**config.mk**
```make
export PLATFORM = sky130hd
export DESIGN_NAME = cell_editor
export DESIGN_NICKNAME = d
export VERILOG_FILES = /design/src/rtl/gol_pkg.sv /design/src/rtl/cell_addr_calc.sv /design/src/rtl/cell_editor.sv
export SDC_FILE = /design/constraint.sdc
export NUM_CORES = 1
export LEC_CHECK = 0
export ABC_AREA = 1
export CORE_MARGIN = 2
export CORE_UTILIZATION = 25
export CTS_CLUSTER_SIZE = 12
export DETAILED_ROUTE_END_ITERATION = 8
export PLACE_DENSITY = 0.43
export SLEW_MARGIN = 15
export SYNTH_ARGS = -nofsm -noshare
export SYNTH_HDL_FRONTEND = slang
export SYNTH_SLANG_ARGS = --single-unit
```
**constraint.sdc**
```tcl
create_clock -name clk -period 2.7 [get_ports clk]
set_input_delay 0.54 -clock clk [delete_from_list [all_inputs] [get_ports clk]]
set_output_delay 0.54 -clock clk [all_outputs]
set_load 0.01 [all_outputs]
```
**src/rtl/gol_pkg.sv**
```systemverilog
// Shared Game-of-Life board constants and the cell-editor state encoding.
// Board geometry lives here so the editor and cursor overlay agree on addressing.
package gol_pkg;
    localparam int P_PARAM_N     = 800;
    localparam int P_PARAM_M     = 600;
    localparam int BLOCK_LEN     = 32;
    localparam int WORDS_PER_ROW = P_PARAM_N / BLOCK_LEN;
    localparam int BIT_W         = $clog2(BLOCK_LEN);
    localparam int ADDR_W        = 24;
    localparam int COORD_W       = 12;

    typedef enum logic [2:0] {
        IDLE,
        REQ,
        RD,
        WAIT,
        WR,
        DONE
    } cell_edit_state_t;

    typedef struct packed {
        logic [COORD_W-1:0] hdata;
        logic [COORD_W-1:0] vdata;
    } cell_coord_t;
endpackage

```
**src/rtl/cell_addr_calc.sv**
```systemverilog
// Combinational cell-coordinate to RAM word/bit mapping, shared with the cursor overlay.
// Bit 0 of a word is the leftmost cell of that word.
module cell_addr_calc #(
    parameter int P_PARAM_N = gol_pkg::P_PARAM_N,
    parameter int P_PARAM_M = gol_pkg::P_PARAM_M,
    parameter int BLOCK_LEN = gol_pkg::BLOCK_LEN,
    parameter int BIT_W     = $clog2(BLOCK_LEN)
) (
    input  logic [11:0]      hdata,
    input  logic [11:0]      vdata,
    output logic [23:0]      addr,
    output logic [BIT_W-1:0] cell_bit,
    output logic             in_range
);
    localparam int WPR = P_PARAM_N / BLOCK_LEN;

    logic [23:0] row_base;
    logic [23:0] col_word;
    logic [11:0] col_rem;

    // only a constant multiply; the divide/modulo reduce to shifts for power-of-two words
    assign row_base = 24'(vdata) * 24'(WPR);
    assign col_word = 24'(hdata / 12'(BLOCK_LEN));
    assign col_rem  = hdata % 12'(BLOCK_LEN);
    assign addr     = row_base + col_word;
    assign cell_bit = BIT_W'(col_rem);
    assign in_range = ({20'd0, hdata} < 32'(P_PARAM_N)) && ({20'd0, vdata} < 32'(P_PARAM_M));
endmodule

```
**src/rtl/cell_editor.sv**
```systemverilog
// Read-modify-write engine that toggles the board cell under the cursor.
// Define CELL_EDIT_PENDING_EN to queue one modify request that arrives while busy.
module cell_editor #(
    parameter int P_PARAM_N    = gol_pkg::P_PARAM_N,
    parameter int P_PARAM_M    = gol_pkg::P_PARAM_M,
    parameter int BLOCK_LEN    = gol_pkg::BLOCK_LEN,
    parameter int READ_LATENCY = 1
) (
    input  logic                 clk,
    input  logic                 rst,
    input  logic                 enable,
    input  logic                 modify,
    input  logic [11:0]          setting_hdata,
    input  logic [11:0]          setting_vdata,
    output logic                 bus_req,
    input  logic                 bus_gnt,
    output logic [23:0]          ram_addr,
    output logic                 ram_rden,
    output logic                 ram_wden,
    output logic [BLOCK_LEN-1:0] ram_wdata,
    input  logic [BLOCK_LEN-1:0] ram_rdata,
    output logic                 busy,
    output logic                 done,
    output logic                 err
);
    import gol_pkg::*;

    localparam int BW = $clog2(BLOCK_LEN);

    cell_edit_state_t     state, state_nx;
    logic [23:0]          addr_q, addr_nx;
    logic [BW-1:0]        bit_q, bit_nx;
    logic [BLOCK_LEN-1:0] word_q, word_nx;
    logic [1:0]           cnt_q, cnt_nx;
    logic                 err_q, err_nx;
    logic                 abort;
    logic                 launch_ok;

    logic [11:0]          calc_h, calc_v;
    logic [23:0]          calc_addr;
    logic [BW-1:0]        calc_bit;
    logic                 calc_in_range;

`ifdef CELL_EDIT_PENDING_EN
    cell_coord_t          pend_q, pend_nx;
    logic                 pend_vld_q, pend_vld_nx;

    // a fresh request in DONE supersedes the buffered one (last wins)
    assign calc_h = (state == DONE && !modify) ? pend_q.hdata : setting_hdata;
    assign calc_v = (state == DONE && !modify) ? pend_q.vdata : setting_vdata;
`else
    assign calc_h = setting_hdata;
    assign calc_v = setting_vdata;
`endif

    cell_addr_calc #(
        .P_PARAM_N (P_PARAM_N),
        .P_PARAM_M (P_PARAM_M),
        .BLOCK_LEN (BLOCK_LEN),
        .BIT_W     (BW)
    ) u_addr_calc (
        .hdata    (calc_h),
        .vdata    (calc_v),
        .addr     (calc_addr),
        .cell_bit (calc_bit),
        .in_range (calc_in_range)
    );

    assign launch_ok = enable && calc_in_range;
    assign abort     = !enable && (state inside {REQ, RD, WAIT});

    always_ff @(posedge clk or posedge rst) begin
        if (rst) begin
            state  <= IDLE;
            addr_q <= '0;
            bit_q  <= '0;
            word_q <= '0;
            cnt_q  <= '0;
            err_q  <= 1'b0;
        end else begin
            state  <= state_nx;
            addr_q <= addr_nx;
            bit_q  <= bit_nx;
            word_q <= word_nx;
            cnt_q  <= cnt_nx;
            err_q  <= err_nx;
        end
    end

`ifdef CELL_EDIT_PENDING_EN
    always_ff @(posedge clk or posedge rst) begin
        if (rst) begin
            pend_q     <= '0;
            pend_vld_q <= 1'b0;
        end else begin
            pend_q     <= pend_nx;
            pend_vld_q <= pend_vld_nx;
        end
    end
`endif

    always_comb begin
        state_nx = state;
        addr_nx  = addr_q;
        bit_nx   = bit_q;
        word_nx  = word_q;
        cnt_nx   = cnt_q;
        err_nx   = 1'b0;
`ifdef CELL_EDIT_PENDING_EN
        pend_nx     = pend_q;
        pend_vld_nx = pend_vld_q;
`endif

        if (modify && (state inside {REQ, RD, WAIT, WR})) begin
`ifdef CELL_EDIT_PENDING_EN
            pend_nx.hdata = setting_hdata;
            pend_nx.vdata = setting_vdata;
            pend_vld_nx   = 1'b1;
`else
            err_nx = 1'b1;
`endif
        end

        case (state)
            IDLE: begin
                if (modify) begin
                    if (launch_ok) begin
                        addr_nx  = calc_addr;
                        bit_nx   = calc_bit;
                        state_nx = REQ;
                    end else begin
                        err_nx = 1'b1;
                    end
                end
            end
            REQ: begin
                if (bus_gnt) state_nx = RD;
            end
            RD: begin
                if (!bus_gnt) begin
                    state_nx = REQ;
                end else begin
                    state_nx = WAIT;
                    cnt_nx   = '0;
                end
            end
            WAIT: begin
                // a lost grant means the read may be stale: drop it and re-read
                if (!bus_gnt) begin
                    state_nx = REQ;
                    word_nx  = '0;
                end else if (cnt_q == 2'(READ_LATENCY - 1)) begin
                    word_nx  = ram_rdata;
                    state_nx = WR;
                end else begin
                    cnt_nx = cnt_q + 2'd1;
                end
            end
            WR: begin
                state_nx = bus_gnt ? DONE : REQ;
            end
            DONE: begin
                state_nx = IDLE;
`ifdef CELL_EDIT_PENDING_EN
                if (modify || pend_vld_q) begin
                    pend_vld_nx = 1'b0;
                    if (launch_ok) begin
                        addr_nx  = calc_addr;
                        bit_nx   = calc_bit;
                        state_nx = REQ;
                    end else begin
                        err_nx = 1'b1;
                    end
                end
`else
                if (modify) err_nx = 1'b1;
`endif
            end
            default: state_nx = IDLE;
        endcase

        if (abort) begin
            state_nx = IDLE;
            err_nx   = 1'b1;
`ifdef CELL_EDIT_PENDING_EN
            pend_vld_nx = 1'b0;
`endif
        end
    end

    // strobes are decoded from state so an async reset clears them immediately
    assign bus_req   = state inside {REQ, RD, WAIT, WR};
    assign ram_rden  = (state == RD) && bus_gnt && enable;
    assign ram_wden  = (state == WR) && bus_gnt;
    assign ram_addr  = (state inside {RD, WAIT, WR}) ? addr_q : '0;
    assign ram_wdata = (state == WR) ? (word_q ^ (BLOCK_LEN'(1) << bit_q)) : '0;
    assign busy      = (state != IDLE);
    assign done      = (state == DONE);
    assign err       = err_q;
endmodule

```
==> summary.md, run 1 <==
| Metric | Value |
|---|---|
| Outcome | finished, violations left |
| Failing checks | setup timing |
| Synth Register Bits | 61 |
| Drt initial violations | 296 |
| Standby leakage power | 4.249 nW |
| Mux cell area share after synthesis | 0 |
| Fraction of layout cells with a size suffix above 1 | 0.2689 |
| Post-detail-place hpwl | 12360 microns |
| Seq/Total Area, Yosys | 0.2955 |
| # diodes | 0 |
| Worst Max-Slew Pin Slew | 0.5187 ns |
| Commonest non-fill, non-tap cell in the layout | inv_1 |
| Register area | 1530 sq um |
| Setup tns final | -0.002509 ns |
| Max Slew Vio Count | 0 |
| Critical path arrival | 2.16 ns |
| Final nets | 1008 |
| Post-synthesis simple-gate area fraction | 0.2447 |
| Distinct cells, synth | 32 |
| Synth top area share | 0.2955 |
| Internal | 3.217 mW |
| Min-Delay Path Class | reg -> reg |
| First-pass GRT wire length | 26400 microns |
| Cell taking the most area after synthesis | dfrtp_1 |
| Fin crit period | 2.703 ns |
| IO Port Bufs | 116 |
| Maximum Capacitance Violations | 0 |
| Vias in the first global route | 5063 |
| Fin. Hold Viols | 0 |
| Reg2reg path depth | 7 |
| Placer Congestion | 0.7882 |
| Max Fclk | 370.0 MHz |
| Synth async-reset ratio | 1.000 |
| CTS tree | yes |
| Adder-cell area share of the yosys netlist | 0.1797 |
| Commonest register cell after synthesis | dfrtp_1 |
| Starting Density | 0.2553 |
| Cts hold-fix bufs | 0 |
| Switching power | 2.230 mW |
| Largest family of logic cells by synthesized area | simple AND/OR/NAND/NOR gates |
| Row cnt | 52 |
| Initial antenna violation count | 0 |
| Reg2reg setup slack | 1.15 ns |
| Synthesized area | 5165 sq um |
| Drt drc | 0 |
| Largest cells by area after synthesis | dfrtp_1 30%, ha_1 13%, inv_1 9.4%, nand2_1 9.2%, nand3_1 6.0% |
| Final WL | 16300 microns |
| Nature of the critical path startpoint | flop |
| Core area | 20230 sq um |
| Num CTS Buffers | 9 |
| Vias/cell | 4.419 |
| Compound-Gate Fraction of Synth Area | 0.1265 |
| CP max FO | 7 |
| GRT Total Usage | 0.1526 |
| Syn. warnings | 0 |
| Clock Power Share | 0.189 |
| First-pass DRT Iterations | 4 |
| Worst Hold Depth | 2 |
| Setup Skew | 0.004577 ns |
| Cells after synthesis | 712 |
| IO Pins | 123 |
| Max-slew headroom | 0.6537 |
| H-tree lvl count | 3 |
| Critical Path RT | 2.16 ns |
| Commonest cells after routing, fill and taps aside | 117 x inv_1, 90 x nand2_1, 66 x clkdlybuf4s50_1 |
| Die area | 21830 sq um |
| Die width | 147.7 microns |
| Crit share post-route | 1.001 |
| Die height | 147.7 microns |
| # setup viols final | 1 |
| Switch share | 0.4094 |
| Insertion delay to the later sink of the worst-skew pair | 0.33 ns |
| Root Driver | clkbuf_16 |
| RSZ-0062 raised after global routing | yes |
| Detail Route Antenna Nets | 0 |
| Num Clock Sinks | 61 |
| Flop pwr share | 0.266 |
| Vias post-DR | 5104 |
| Fill count | 2121 |
| Avg WL per Cell | 14.12 microns |
| Setup crit end kind | output pin |
| Tot Pwr | 5.447 mW |
| EDFF count, synth | 0 |
| GRT Residual Overflow | 0 |
| Gate power share | 0.546 |
| Slack of the critical path | -0.002509 ns |
| Synth-to-layout area growth | 58.16% |
| Pin count of the biggest net entering global routing | 65 |
| CTS clock-pin slew for the worst setup and hold paths | 0.05 ns |
| Worst VDD drop | 0.2409 mV |
| Syn avg cell area | 7.254 sq um |
| Area of the multi-input gates | 3692 sq um |
| Clk buf depth | 2 |
| Pwr Density | 666.7 nW/um^2 |
| Kind of critical path | reg -> out |
| XOR/XNOR Fraction of Synth Area | 0.01187 |
[flip-flops by register name, summed over array words and instances, names as in the netlist]
| register | cells |
|---|---|
| err | 1 |
| addr_q | 18 |
| cnt_q | 2 |
| word_q | 32 |
| state | 3 |
| bit_q | 5 |
[critical path, cell delays in order, from the launching register on]
cell	delay [ns]
dfrtp_1	0.38
nor2_1	0.13
inv_2	0.08
nor2_4	0.17
inv_1	0.20
nor3_1	0.28
clkdlybuf4s50_1	0.60
[synthesized netlist by cell type (2+ instances only)]
| cell type | number |
|---|---|
| fa_1 | 12 |
| ha_1 | 55 |
| and2_1 | 2 |
| xnor2_1 | 5 |
| o21ai_1 | 39 |
| nor4_1 | 2 |
| dfrtp_1 | 61 |
| clkbuf_1 | 3 |
| nor3_2 | 2 |
| nor3_1 | 13 |
| nand3_1 | 62 |
| inv_2 | 3 |
| xor2_1 | 2 |
| nand4_1 | 23 |
| buf_4 | 11 |
| buf_1 | 4 |
| buf_2 | 10 |
| nor2_4 | 3 |
| nor2_1 | 47 |
| o21ai_0 | 42 |
| inv_1 | 129 |
| nand2_1 | 126 |
| a21oi_1 | 37 |
| a31oi_1 | 6 |
| buf_6 | 6 |
[final cells by class]
| class | count | area share |
|---|---|---|
| multi-input cells | 489 | 0.4520 |
| flip-flops and latches | 61 | 0.1873 |
| inverters | 133 | 0.06218 |
| repair buffers | 186 | 0.2253 |
| clock buffers | 11 | 0.02849 |
| well taps | 270 | 0.04135 |
| clock inverters | 5 | 0.003370 |
[power groups by stage]
stage	clock network, mW	registers [mW]	logic, mW
2_1_floorplan	0	1.41	1.58
3_3_place_gp	0	1.44	2.38
3_5_place_dp	0	1.44	2.38
4_1_cts	1.07	1.44	2.68
5_1_grt	1.10	1.49	3.34
6_report	1.03	1.45	2.97
[cell families (layout without fill, tap and decap cells)]
logic type	after synthesis	after routing
adder cells (fa/ha/maj)	67	67
flip-flops	61	61
other	1	6
buffers and inverters	167	335
XOR/XNOR	7	7
AO/OA/AOI/OAI	127	127
AND/OR/NAND/NOR	282	282
[final timing paths]
kind,from,endpoint
max,state[1],ram_wdata[7]
max in group asynchronous,rst,addr_q[14]
min in group asynchronous,rst,bit_q[1]
min,addr_q[15],addr_q[15]
min reg2reg,addr_q[15],addr_q[15]
max reg2reg,state[2],word_q[17]
[routing by layer]
| layer | track usage | up-vias | routed length [microns] |
|---|---|---|---|
| met5 | 0 | - | 0 |
| met4 | 0.03606 | 0 | 88 |
| met3 | 0.02901 | 4 | 735 |
| met2 | 0.2388 | 99 | 7299 |
| met1 | 0.2177 | 2360 | 8181 |
| li1 | - | 2641 | - |
[stage by stage]
| stage | area [sq um] | cells | utilization | setup slack (ns) | hold WS, ns |
|---|---|---|---|---|---|
| floorplan | 5303 | 717 | - | -0.09311 | 0.4488 |
| global route | 8169 | 1155 | 0.4037 | -0.1230 | 0.5066 |
| CTS | 7645 | 1147 | 0.3778 | -0.04691 | 0.4832 |
| detailed placement | 7047 | 1125 | 0.3483 | -0.9044 | 0.4693 |
| global placement | 7047 | 1125 | 0.3483 | -0.8561 | 0.4672 |
| finish | 8169 | 1155 | 0.4037 | -0.002509 | 0.4791 |
[timing repair]
item	4_1_cts	5_1_grt
gates resized for setup	92	137
pin swaps	21	46
setup endpoints to repair	46	53
buffers inserted	6	8
Note: power is estimated with default switching activity, not from simulation.
==> inputs of run 2 (changes only) <==
- SLEW_MARGIN: 15 -> unset
==> results of run 2 <==
No change in the layout: final DEF, timing and power equal those of run 1.
==> inputs of run 3 (changes only) <==
- GPL_TIMING_DRIVEN: unset -> 0
- SLEW_MARGIN: unset -> 5
==> run 3 against run 2 <==
The flow still finishes with violations (setup timing). Cell area decreased by 4.2%. Global-route usage increased by 0.49 points. Via count decreased by 2.6%. Total power increased by 1.2%. Wire length increased by 1.9%. Count of clock-buffer cells in the layout increased by 1. Die area unchanged. Sequential power about the same.
==> summary.md, run 3 (synthesis results as in run 1) <==
| Metric | Value |
|---|---|
| Setup Skew | 0.006561 ns (was 0.004577 ns) |
| Worst VDD drop | 0.2545 mV (was 0.2409 mV) |
| Crit path top cell by count | nand2_1 |
| Worst path bufs/invs | 3 (unchanged) |
| Vias in the first global route | 5004 (was 5063) |
| First-pass GRT wire length | 27140 microns (was 26400 microns) |
| Max Slew Vio Count | 0 (unchanged) |
| H-tree lvl count | 3 (unchanged) |
| Drt initial violations | 255 (was 296) |
| Finished Layout Cells | 1129 (was 1155) |
| GRT busiest layer | met2 (unchanged) |
| Kind of critical path | in -> reg (was reg -> out) |
| IO Port Bufs | 115 (was 116) |
| GRT Residual Overflow | 0 (unchanged) |
| Met2 GRT Util | 0.2507 (was 0.2388) |
| Crit share post-route | 1.002 (was 1.001) |
| Initial antenna violation count | 0 (unchanged) |
| GRT Total Usage | 0.1575 (was 0.1526) |
| Crit-path cells | buf_8 -> ha_4 -> fa_1 -> inv_1 -> fa_1 -> inv_2 -> ha_4 -> nand2_4 -> nor2_4 -> nand2_2 -> nand3_4 -> nand2_2 -> nand2_1 -> nand2_1 -> nand3_1 -> nand2_1 (was nor2_1 -> inv_2 -> nor2_4 -> inv_1 -> nor3_1 -> clkdlybuf4s50_1) |
| CTS clock-pin slew for the worst setup and hold paths | 0.05 ns (about the same) |
| Pwr Density | 703.7 nW/um^2 (was 666.7 nW/um^2) |
| Die height | 147.7 microns (unchanged) |
| Slowest-stage cell, CP | fa_1 (was clkdlybuf4s50_1) |
| Fin. Hold Viols | 0 (unchanged) |
| Fin crit period | 2.705 ns (was 2.703 ns) |
| Met1 Use GR | 0.2238 (was 0.2177) |
| Vias/cell | 4.403 (was 4.419) |
| Placer Congestion | 0.7946 (was 0.7882) |
| Core area | 20230 sq um (unchanged) |
| Detail Route Antenna Nets | 0 (unchanged) |
| Clk buf depth | 2 (unchanged) |
| Worst path max stage delay | 0.52 ns (was 0.60 ns) |
| # diodes | 0 (unchanged) |
| Die width | 147.7 microns (unchanged) |
| Row cnt | 52 (unchanged) |
| First-pass DRT Iterations | 5 (was 4) |
| # setup viols final | 1 (unchanged) |
| Biggest regs | word_q (32), addr_q (18), bit_q (5) (unchanged) |
| Max-slew headroom | 0.6527 (was 0.6537) |
| Worst Max-Slew Pin Slew | 0.5209 ns (was 0.5187 ns) |
| Fraction of layout cells with a size suffix above 1 | 0.2258 (was 0.2689) |
| Final nets | 983 (was 1008) |
| Commonest cells after routing, fill and taps aside | 114 x inv_1, 102 x nand2_1, 58 x dfrtp_1, 58 x clkdlybuf4s50_1, 52 x nand3_1 (was 117 x inv_1, 90 x nand2_1, 66 x clkdlybuf4s50_1) |
| Commonest non-fill, non-tap cell in the layout | inv_1 (unchanged) |
| Cts hold-fix bufs | 0 (unchanged) |
| Failing checks | setup timing (unchanged) |
| Outcome | finished, violations left (unchanged) |
| Synth-to-layout area growth | 51.60% (was 58.16%) |
| Nature of the critical path startpoint | input port (was flop) |
| Maximum Capacitance Violations | 0 (unchanged) |
| Insertion delay to the later sink of the worst-skew pair | 0.33 ns (about the same) |
| Pin count of the biggest net entering global routing | 62 (was 65) |
| Critical path arrival | 2.93 ns (was 2.16 ns) |
| Post-detail-place hpwl | 12950 microns (was 12360 microns) |
| Setup crit end kind | flop (was output pin) |
| Drt drc | 0 (unchanged) |
| Final WL | 16620 microns (was 16300 microns) |
| Flip-flop count of the largest register after layout | 32 (unchanged) |
| Standby leakage power | 4.039 nW (was 4.249 nW) |
| Critical Path RT | 2.93 ns (was 2.16 ns) |
| Avg WL per Cell | 14.72 microns (was 14.12 microns) |
| Largest register by flop count | word_q (unchanged) |
| Placed cells | 1103 (was 1125) |
| Root Driver | clkbuf_16 (unchanged) |
| Num Clock Sinks | 61 (unchanged) |
| IO Pins | 123 (unchanged) |
| Starting Density | 0.2553 (unchanged) |
| Vias post-DR | 4971 (was 5104) |
| Max Fclk | 369.6 MHz (was 370.0 MHz) |
| Crit-path leading delay family | adder cells (was buffers and inverters) |
| RSZ-0062 raised after global routing | yes (unchanged) |
| Met3 usage | 0.02593 (was 0.02901) |
| Num CTS Buffers | 9 (unchanged) |
| CTS tree | yes (unchanged) |
| Slack of the critical path | -0.005322 ns (was -0.002509 ns) |
| Min-Delay Path Class | reg -> reg (unchanged) |
| Die area | 21830 sq um (unchanged) |
| Hold slack | 0.4760 ns (was 0.4791 ns) |
| CP max FO | 4 (was 7) |
-- run 3: routing by layer --
metal / share of wire / up-vias
li1: - / 2592
met1: 0.50 / 2269
met2: 0.45 / 98
met3: 0.045 / 12
met4: 0.010 / 0
met5: 0 / -
-- run 3: cell type report --
class                   count  area [sq um]
plain buffers              34         252.7
clock buffers              12         266.5
clock inverters             3         67.56
fillers                  2096         12400
inverters                 133         511.7
multi-input cells         489          3562
flip-flops and latches     61          1530
well taps                 270         337.8
repair buffers            127          1301
-- run 3: final timing paths --
path                                        from    endpoint  slack, ns  cells past startpoint
worst max register to register          state[1]   addr_q[0]       1.13                      7
min in group asynchronous                    rst  word_q[23]       0.64                      3
max in group asynchronous                    rst    state[1]       1.76                      3
worst min-delay path                  addr_q[11]  addr_q[11]       0.48                      2
worst min register to register        addr_q[11]  addr_q[11]       0.48                      2
worst max-delay path            setting_vdata[2]  addr_q[15]     -0.005                     16
-- run 3: metrics by stage --
step | utilization | cell area, sq um | setup slack [ns] | TNS (ns) | total power [mW]
finish | 0.3870 | 7830 | -0.005322 | -0.005322 | 5.510
global route | 0.3870 | 7830 | -0.1490 | -0.8695 | 5.997
CTS | 0.3666 | 7417 | -0.1973 | -2.423 | 5.281
detailed placement | 0.3371 | 6822 | -0.9861 | -12.17 | 3.683
global placement | 0.3356 | 6792 | -1.009 | -59.64 | 3.679
floorplan | - | 5303 | -0.09311 | -0.4583 | 2.990
-- run 3: worst min-delay path: cells and delay by family (launching register included) --
kind / cells / cell delay, ns
flops: 1 / 0.33
simple gates: 2 / 0.11
-- run 3: what timing repair did --
action                     in CTS  in global routing
cloned                          0                  0
pin swaps                      32                 37
setup buffers                   6                  5
setup endpoints to repair      57                 42
gates resized for setup       134                107
-- run 3: report_power, final --
part	total, mW	internal [mW]	switching, mW
Sequential	1.46	1.28	0.175
Clock	1.30	0.878	0.421
Combinational	2.75	1.13	1.63
